==> src/rtl/audio_packet_decoder.sv <==
// audio_packet_decoder: sink-side HDMI data-island audio decoder.
// Recovers N/CTS from ACR packets (type 0x01) and stereo IEC 60958 samples from
// 2-channel audio sample packets (type 0x02). Checks per-channel parity, tracks
// the 192-frame channel-status block and queues samples in a first-word-fall-through
// FIFO behind a valid/ready handshake.
// Ports:
//   clk_pixel, reset              sole clock, asynchronous active-high reset
//   packet_valid, header, sub     corrected packet strobe, HB2..HB0, SB6..SB0 x4
//   busy                          sample packet scan in progress (input ignored)
//   audio_sample_word, valid_bit,
//   user_data_bit, audio_valid,
//   audio_ready                   FIFO head and handshake ([0]=left, [1]=right)
//   n, cts, acr_update            clock regeneration values and load pulse
//   channel_status_left/right,
//   channel_status_update         published channel-status block and pulse
//   parity_error, overflow,
//   block_error                   one-cycle event pulses
module audio_packet_decoder #(
  parameter int unsigned FIFO_DEPTH = 8,
  parameter int unsigned CS_BITS    = 40
) (
  input  logic                    clk_pixel,
  input  logic                    reset,
  input  logic                    packet_valid,
  input  logic [23:0]             header,
  input  logic [3:0][55:0]        sub,
  output logic                    busy,
  output logic [1:0][23:0]        audio_sample_word,
  output logic [1:0]              valid_bit,
  output logic [1:0]              user_data_bit,
  output logic                    audio_valid,
  input  logic                    audio_ready,
  output logic [19:0]             n,
  output logic [19:0]             cts,
  output logic                    acr_update,
  output logic [CS_BITS-1:0]      channel_status_left,
  output logic [CS_BITS-1:0]      channel_status_right,
  output logic                    channel_status_update,
  output logic                    parity_error,
  output logic                    overflow,
  output logic                    block_error
);

  localparam int unsigned AW      = (FIFO_DEPTH > 1) ? $clog2(FIFO_DEPTH) : 1;
  localparam int unsigned CW      = AW + 1;
  localparam int unsigned WORD_W  = 24;
  localparam int unsigned ENTRY_W = 2 * WORD_W + 4;
  localparam int unsigned IDX_W   = 8;
  localparam logic [IDX_W-1:0] LAST_FRAME = IDX_W'(191);
  localparam logic [7:0] TYPE_ACR   = 8'h01;
  localparam logic [7:0] TYPE_AUDIO = 8'h02;

  typedef enum logic [2:0] {IDLE, SCAN0, SCAN1, SCAN2, SCAN3} state_t;

  state_t          state;
  logic [3:0]      present_q;
  logic [3:0]      flat_q;
  logic [3:0]      b_q;
  logic [3:0][55:0] sub_q;

  logic            accept;
  logic            scan_active;
  logic [1:0]      scan_sel;
  logic [55:0]     cur;
  logic            frame_en;
  logic            cur_b;
  logic [WORD_W-1:0] word_l, word_r;
  logic            v_l, u_l, c_l, v_r, u_r, c_r;
  logic            par_fail_l, par_fail_r;
  logic            unused_hdr;

  assign accept     = packet_valid & ~busy;
  assign unused_hdr = ^header[15:13];

  // Packet accept and scan sequencing; ACR values load directly from the inputs.
  always_ff @(posedge clk_pixel or posedge reset) begin
    if (reset) begin
      state      <= IDLE;
      busy       <= 1'b0;
      present_q  <= '0;
      flat_q     <= '0;
      b_q        <= '0;
      sub_q      <= '0;
      n          <= '0;
      cts        <= '0;
      acr_update <= 1'b0;
    end else begin
      acr_update <= 1'b0;
      case (state)
        IDLE: begin
          if (accept) begin
            if (header[7:0] == TYPE_ACR) begin
              cts        <= {sub[0][11:8], sub[0][23:16], sub[0][31:24]};
              n          <= {sub[0][35:32], sub[0][47:40], sub[0][55:48]};
              acr_update <= 1'b1;
            end else if (header[7:0] == TYPE_AUDIO && !header[12]) begin
              present_q <= header[11:8];
              flat_q    <= header[19:16];
              b_q       <= header[23:20];
              sub_q     <= sub;
              state     <= SCAN0;
              busy      <= 1'b1;
            end
          end
        end
        SCAN0: state <= SCAN1;
        SCAN1: state <= SCAN2;
        SCAN2: state <= SCAN3;
        SCAN3: begin
          state <= IDLE;
          busy  <= 1'b0;
        end
        default: begin
          state <= IDLE;
          busy  <= 1'b0;
        end
      endcase
    end
  end

  // Select the subpacket owned by the current scan state.
  always_comb begin
    scan_active = 1'b1;
    scan_sel    = 2'd0;
    case (state)
      SCAN0:   scan_sel = 2'd0;
      SCAN1:   scan_sel = 2'd1;
      SCAN2:   scan_sel = 2'd2;
      SCAN3:   scan_sel = 2'd3;
      default: scan_active = 1'b0;
    endcase
  end

  assign cur      = sub_q[scan_sel];
  assign frame_en = scan_active & present_q[scan_sel] & ~flat_q[scan_sel];
  assign cur_b    = b_q[scan_sel];

  assign word_l = cur[23:0];
  assign word_r = cur[47:24];
  assign v_l    = cur[48];
  assign u_l    = cur[49];
  assign c_l    = cur[50];
  assign v_r    = cur[52];
  assign u_r    = cur[53];
  assign c_r    = cur[54];

  // Even parity over P, C, U, V and the word.
  assign par_fail_l = ^{cur[51:48], word_l};
  assign par_fail_r = ^{cur[55:52], word_r};

  // ---------------- sample FIFO ----------------
  logic [ENTRY_W-1:0] mem [FIFO_DEPTH];
  logic [AW-1:0]      wr_ptr, rd_ptr;
  logic [CW-1:0]      count, count_next;
  logic               fifo_full, pop, push_ok;
  logic [ENTRY_W-1:0] push_entry, head;

  assign push_entry = {u_r, u_l, v_r, v_l, word_r, word_l};
  assign fifo_full  = (count == CW'(FIFO_DEPTH));
  assign pop        = audio_valid & audio_ready;
  // A simultaneous pop frees the slot, so a full FIFO still accepts the push.
  assign push_ok    = frame_en & (~fifo_full | pop);

  always_comb begin
    count_next = count;
    case ({push_ok, pop})
      2'b10:   count_next = count + CW'(1);
      2'b01:   count_next = count - CW'(1);
      default: count_next = count;
    endcase
  end

  always_ff @(posedge clk_pixel or posedge reset) begin
    if (reset) begin
      wr_ptr      <= '0;
      rd_ptr      <= '0;
      count       <= '0;
      audio_valid <= 1'b0;
      for (int i = 0; i < int'(FIFO_DEPTH); i++) mem[i] <= '0;
    end else begin
      if (push_ok) begin
        mem[wr_ptr] <= push_entry;
        wr_ptr      <= wr_ptr + AW'(1);
      end
      if (pop) rd_ptr <= rd_ptr + AW'(1);
      count       <= count_next;
      audio_valid <= (count_next != '0);
    end
  end

  assign head                 = mem[rd_ptr];
  assign audio_sample_word[0] = head[23:0];
  assign audio_sample_word[1] = head[47:24];
  assign valid_bit            = head[49:48];
  assign user_data_bit        = head[51:50];

  // ---------------- channel-status tracking ----------------
  logic [IDX_W-1:0]   cs_idx, cs_idx_next, cs_pos;
  logic               cs_synced, cs_synced_next;
  logic               cs_err, cs_capture, cs_publish;
  logic [CS_BITS-1:0] shadow_l, shadow_r, shadow_l_next, shadow_r_next;

  // cs_idx holds the index expected for the next frame; a wrap to 0 means the
  // block just completed, so a frame without B there is a lost block start.
  always_comb begin
    cs_idx_next    = cs_idx;
    cs_synced_next = cs_synced;
    cs_err         = 1'b0;
    cs_capture     = 1'b0;
    cs_publish     = 1'b0;
    cs_pos         = cs_idx;
    if (frame_en) begin
      if (cur_b) begin
        cs_err         = cs_synced && (cs_idx != '0);
        cs_synced_next = 1'b1;
        cs_capture     = 1'b1;
        cs_pos         = '0;
        cs_idx_next    = IDX_W'(1);
      end else if (cs_synced) begin
        if (cs_idx == '0) begin
          cs_err         = 1'b1;
          cs_synced_next = 1'b0;
        end else begin
          cs_capture  = 1'b1;
          cs_publish  = (cs_idx == LAST_FRAME);
          cs_idx_next = cs_publish ? '0 : cs_idx + IDX_W'(1);
        end
      end
    end
  end

  always_comb begin
    shadow_l_next = shadow_l;
    shadow_r_next = shadow_r;
    if (cs_capture) begin
      for (int k = 0; k < int'(CS_BITS); k++) begin
        if (cs_pos == IDX_W'(k)) begin
          shadow_l_next[k] = c_l;
          shadow_r_next[k] = c_r;
        end
      end
    end
  end

  // Tracking state, published status and event pulses.
  always_ff @(posedge clk_pixel or posedge reset) begin
    if (reset) begin
      cs_idx                <= '0;
      cs_synced             <= 1'b0;
      shadow_l              <= '0;
      shadow_r              <= '0;
      channel_status_left   <= '0;
      channel_status_right  <= '0;
      channel_status_update <= 1'b0;
      parity_error          <= 1'b0;
      overflow              <= 1'b0;
      block_error           <= 1'b0;
    end else begin
      cs_idx                <= cs_idx_next;
      cs_synced             <= cs_synced_next;
      shadow_l              <= shadow_l_next;
      shadow_r              <= shadow_r_next;
      channel_status_update <= cs_publish;
      if (cs_publish) begin
        channel_status_left  <= shadow_l_next;
        channel_status_right <= shadow_r_next;
      end
      parity_error <= frame_en & (par_fail_l | par_fail_r);
      overflow     <= frame_en & ~push_ok;
      block_error  <= cs_err;
    end
  end

endmodule
==> config.mk <==
export PLATFORM = sky130hd
export DESIGN_NAME = audio_packet_decoder
export DESIGN_NICKNAME = d
export VERILOG_FILES = /design/src/rtl/audio_packet_decoder.sv
export SDC_FILE = /design/constraint.sdc
export NUM_CORES = 2
export LEC_CHECK = 0
export BUFFER_PORTS_ARGS = -buffer_cell sky130_fd_sc_hd__clkbuf_2
export CAP_MARGIN = 40
export CELL_PAD_IN_SITES_DETAIL_PLACEMENT = 1
export CELL_PAD_IN_SITES_GLOBAL_PLACEMENT = 1
export CORE_MARGIN = 5
export CORE_UTILIZATION = 44
export DETAILED_ROUTE_END_ITERATION = 6
export PLACE_DENSITY = 0.78
export SYNTH_ARGS = -nofsm -noshare
export SYNTH_HDL_FRONTEND = slang
export SYNTH_SLANG_ARGS = --single-unit
==> constraint.sdc <==
create_clock -name clk_pixel -period 36.5 [get_ports clk_pixel]
set_clock_uncertainty 0.2 [all_clocks]
set_input_delay 1.825 -clock clk_pixel [delete_from_list [all_inputs] [get_ports clk_pixel]]
set_output_delay 1.825 -clock clk_pixel [all_outputs]
set_load 0.05 [all_outputs]
### Word level (Yosys, flattened, before mapping)

Index checks and enable logic that the tools add are counted.

| operators by class | value |
|---|---|
| multiplexer cells | 128 |
| order comparisons | 4 |
| reduce and logical (&&, ||, !) cells | 19 |
| bitwise operators | 17 |
| add/subtract/negate cells | 5 |
| equal/unequal tests | 53 |

Operators by type and width:

| kind | count |
|---|---|
| 416-bit bitwise mux | 1 |
| 52-bit binary-select mux with 3-bit select | 1 |
| 52-bit demux with 3-bit select | 1 |
| 52-bit two-way mux | 3 |
| 8-bit by 5-bit == test with 1-bit output (second input constant) | 16 |
| 56-bit binary-select mux with 2-bit select | 1 |
| 1-bit two-way mux | 102 |
| 40-bit two-way mux | 2 |
| 8-bit by 4-bit == test with 1-bit output (second input constant) | 8 |
| 8-bit by 6-bit == test with 1-bit output (second input constant) | 8 |
| 56-bit two-way mux | 1 |
| 28-bit XOR reduction | 2 |
| 8-bit two-way mux | 6 |
| 8-bit by 3-bit == test with 1-bit output (second input constant) | 4 |
| 8-bit by 2-bit == test with 1-bit output (second input constant) | 3 |
| 8-bit by 1-bit == test with 1-bit output (second input constant) | 2 |
| 8-bit zero test | 2 |
| 3-bit one-hot mux with 4 select lines | 1 |
| 3-bit two-way mux | 3 |
| 3-bit AND reduction | 3 |
| 8-bit by 1-bit adder with 8-bit output (second input constant) | 1 |
| 8-bit == test (second input constant) | 1 |
| 4-bit >= comparator (second input constant) | 2 |
| 2-bit inequality test (second input constant) | 4 |
| 28 further kinds | 48 |

| word-level totals | value |
|---|---|
| input port bits | 252 |
| register bits after elaboration | 881 |

### Depth between registers and ports, before layout

| logic depth | value |
|---|---|
| depth in word-level cells | 10 |
| gate-level depth with buffers | 15 |
| gate-level depth less buffers | 10 |

### Least setup slack after synthesis

No wires, ideal clock.

| timing | value |
|---|---|
| path type | reg2out |
| start point | register rd_ptr[0] |
| end point | output port audio_sample_word[0] (netlist bit) |
| path buffers | 3 |
| required time | 34.475 ns |
| arrival | 2.489 ns |
| stages on the path, launching flop included | 6 |
| slack | 31.986 ns |
| cells stage by stage | dfrtp_1 -> clkbuf_1 -> buf_1 -> buf_1 -> mux4_2 -> mux2_2 |

RTL lines:

| element | line | text |
|---|---|---|
| from (decl) | 153 | `logic [AW-1:0] wr_ptr, rd_ptr;` |
| from (signal assigned) | 185 | `if (pop) rd_ptr <= rd_ptr + AW'(1);` |
| to (decl) | 28 | `output logic [1:0][23:0] audio_sample_word,` |

==> impl_metrics.csv <==
group,metric,value,unit
status,outcome,"completed",
worst_setup_path,worstPathCellList,"buf_4 > mux4_2 > mux2_2 > clkbuf_2",
sta,tns,0,ns
sta,layout_min_cycle_time,5.52,ns
synth,synth_top_family_by_area,"multiplexers",
sta,setup-violations-final,0,
synth,yosysSeqAreaShare,57.6,%
pwr,p_per_area,77.6,nW/um^2
finish,most-common-layout-cells,"876 x dfrtp_1, 657 x nand2_1, 441 x o21ai_0",
worst_setup_path,reg2reg_from,"state[2]",
synth,synthMuxAreaShare,18.5,%
pwr,total_power,3.47,mW
finish,final_nets,3808,
synth,ys_warn_count,0,
worst_setup_path,crit_path_top_delay_cell,"dfrtp_4",
sta,max_slew_margin,31.8,%
placement,io_buffer_count,427,
finish,drive_above_1_share,34.2,%
synth,syn_area_per_cell,11.9,um^2
synth,ys_async_sr_fraction,100,%
hold_path,hp-class,"flop to flop",
grt,grt_pass1_vias,29723,
floorplan,chipHeight,305,um
drt,num_vias,27023,
synth,ys_ff_latch,881,
clock_tree,post_cts_resized,0,
floorplan,core,86500,um^2
clock_tree,tritoncts,"yes",
worst_setup_path,ff2ff_setup_slack,31.68,ns
clock_tree,clk_pin_slew,0.06,ns
flow_run,drv_cap,0,
synth,synth_compound_area_share,8.71,%
worst_setup_path,critPathKind,"flop to output port",
synth,synth_fa_ha_area_share,0.164,%
drt,drc,0,
hold_path,hold-path-endpoint,"channel_status_right[31]",
floorplan,start_util,44.2,%
clock_tree,hold_buffers,0,
drt,drt-wirelength-per-cell,24.9,um
drt,wirelength,120,mm
hold_path,holdCritStartpoint,"shadow_r[31]",
synth,yosys.area.top_type,"dfrtp_1",
sta,finalHoldViolations,0,
synth,synth_cell_types,63,
grt,grt_pass1_wl,184,mm
synth,synth_simple_gate_area_share,9.88,%
pwr,vdd_drop_max,60.6,uV
synth,synth_top_area_share,57.6,%
sta,tightestPinTransition,1.02,ns
worst_setup_path,startpoint_type,"flop",
worst_setup_path,cp_max_fo,36,
floorplan,dieArea,92900,um^2
worst_setup_path,max_stage_delay,0.82,ns
synth,syn_area,38300,um^2
clock_tree,cts.sinks,881,
sta,fmax,0.181,GHz
synth,synth_edf_count,0,
sta,rsz0062_at_grt,"false",
synth,ys.flop_type,"dfrtp_1",
placement,placed_cell_area,41300,um^2
clock_tree,clock_latency,0.66,ns
synth,syn_nets,3483,
worst_setup_path,crit_path_end_kind,"output port",
clock_tree,post-cts-setup-buffers,0,
synth,synth_top_cells_by_area,"dfrtp_1 58%, mux2_2 12%, nand2_1 6.5%",
worst_setup_path,worstRegToRegCells,11,
grt,antenna_found_initial,51,
grt,grt_start_max_net_pins,168,
clock_tree,cts_buffers,96,
placement,hpwl,78.4,mm
finish,final_area,44700,um^2
sta,drv_slew,0,
worst_setup_path,r2r-end,"parity_error",
finish,layout_commonest_cell,"dfrtp_1",
grt,track_usage,25.5,%
worst_setup_path,required,34.47,ns
sta,finalCritPeriodShare,15.1,%
clock_tree,ctsLongestPathBuffers,3,
finish,syn_to_final_growth,16.8,%
synth,syn_inst,3226,
drt,drtPass1Iterations,5,
clock_tree,root_buffer,"clkbuf_16",
floorplan,ios,431,
worst_setup_path,arrival,3.50,ns
floorplan,dieWidth,305,um
clock_tree,cts_max_level,3,
grt,grt_overflow_total,0,
placement,gp_congestion,0.802,
drt,first_iter_violations,1778,
synth,synthXorXnorAreaFrac,1.70,%
pwr,p_leak,21.9,nW
hold_path,min_path_cells,2,
drt,final_antenna_net_count,0,
drt,via_per_inst,5.60,
floorplan,placementRows,108,
-- routing by layer --
metal	GRT usage, %	vias up	routed length, um
li1	-	11936	-
met1	33.7	14094	50200
met2	41.3	753	58600
met3	5.44	228	7110
met4	10.6	12	4310
met5	0	-	90
-- through the flow --
stage	setup WS [ns]	utilization [%]	hold slack, ns	instances
global route	30.79	51.6	0.294	4820
CTS	30.90	51.5	0.270	4782
global placement	30.19	47.5	0.246	4597
finish	30.98	51.7	0.267	4828
detailed placement	30.53	47.7	0.252	4607
floorplan	9.71	-	0.233	3226
-- layout make-up --
type | instances | area [um^2]
Fill cell | 9157 | 41800
Clock buffer | 139 | 2840
Timing Repair Buffer | 486 | 2720
Inverter | 24 | 97.6
Tap cell | 1155 | 1450
Antenna cell | 45 | 113
Sequential cell | 881 | 22100
Multi-Input combinational cell | 2062 | 15000
Clock inverter | 36 | 443
-- where the power goes --
part	internal [mW]	leakage [nW]	switching (mW)
logic	0.454	8.14	0.767
clock network	0.592	1.61	0.415
registers	1.12	12.1	0.115
-- Yosys cell counts, drive strengths merged (8+ instances only) --
master / count
nand2: 661
o311a: 13
or3: 31
nor2: 44
nor2b: 20
o2bb2ai: 8
nand2b: 10
a32oi: 13
or2: 37
buf: 95
mux4: 104
o221ai: 19
nand3: 14
nor3: 47
dfrtp: 881
o32ai: 33
mux2: 419
o21ai: 443
clkbuf: 164
a21oi: 41
inv: 24
xor2: 13
xnor2: 42
-- worst max-delay path, delay by kind of cell (launching register included) --
kind,cells,cell delay [ns]
multiplexers,2,0.96
buffers and inverters,2,0.97
flip-flops,1,0.82
-- worst max-delay path by stage --
stage / slack, ns / startpoint / end / cells after the start
6_report: 30.98 / rd_ptr[0] / audio_sample_word[19] / 4
5_1_grt: 30.79 / reset / mem[323] / 7
4_1_cts: 30.90 / rd_ptr[0] / audio_sample_word[12] / 4
3_5_place_dp: 30.53 / reset / mem[167] / 7
3_3_place_gp: 30.19 / reset / mem[219] / 6
2_1_floorplan: 9.71 / reset / acr_update / 1
-- registers in the layout, summed over array words and instances (netlist names), 4 cells and up --
register              flops
shadow_r                 40
channel_status_left      40
cts                      20
count                     4
flat_q                    4
cs_idx                    8
shadow_l                 40
mem                     416
n                        20
channel_status_right     40
b_q                       4
present_q                 4
sub_q                   224
-- logic make-up after synthesis --
| kind of cell | after synthesis |
|---|---|
| AOI/OAI and AO/OA | 585 |
| buffers and inverters | 283 |
| xor gates and xnor gates | 60 |
| adders and majority gates | 5 |
| and+or+nand+nor | 888 |
| muxes | 524 |
| DFF | 881 |
Power figures use the tool's default switching activity.
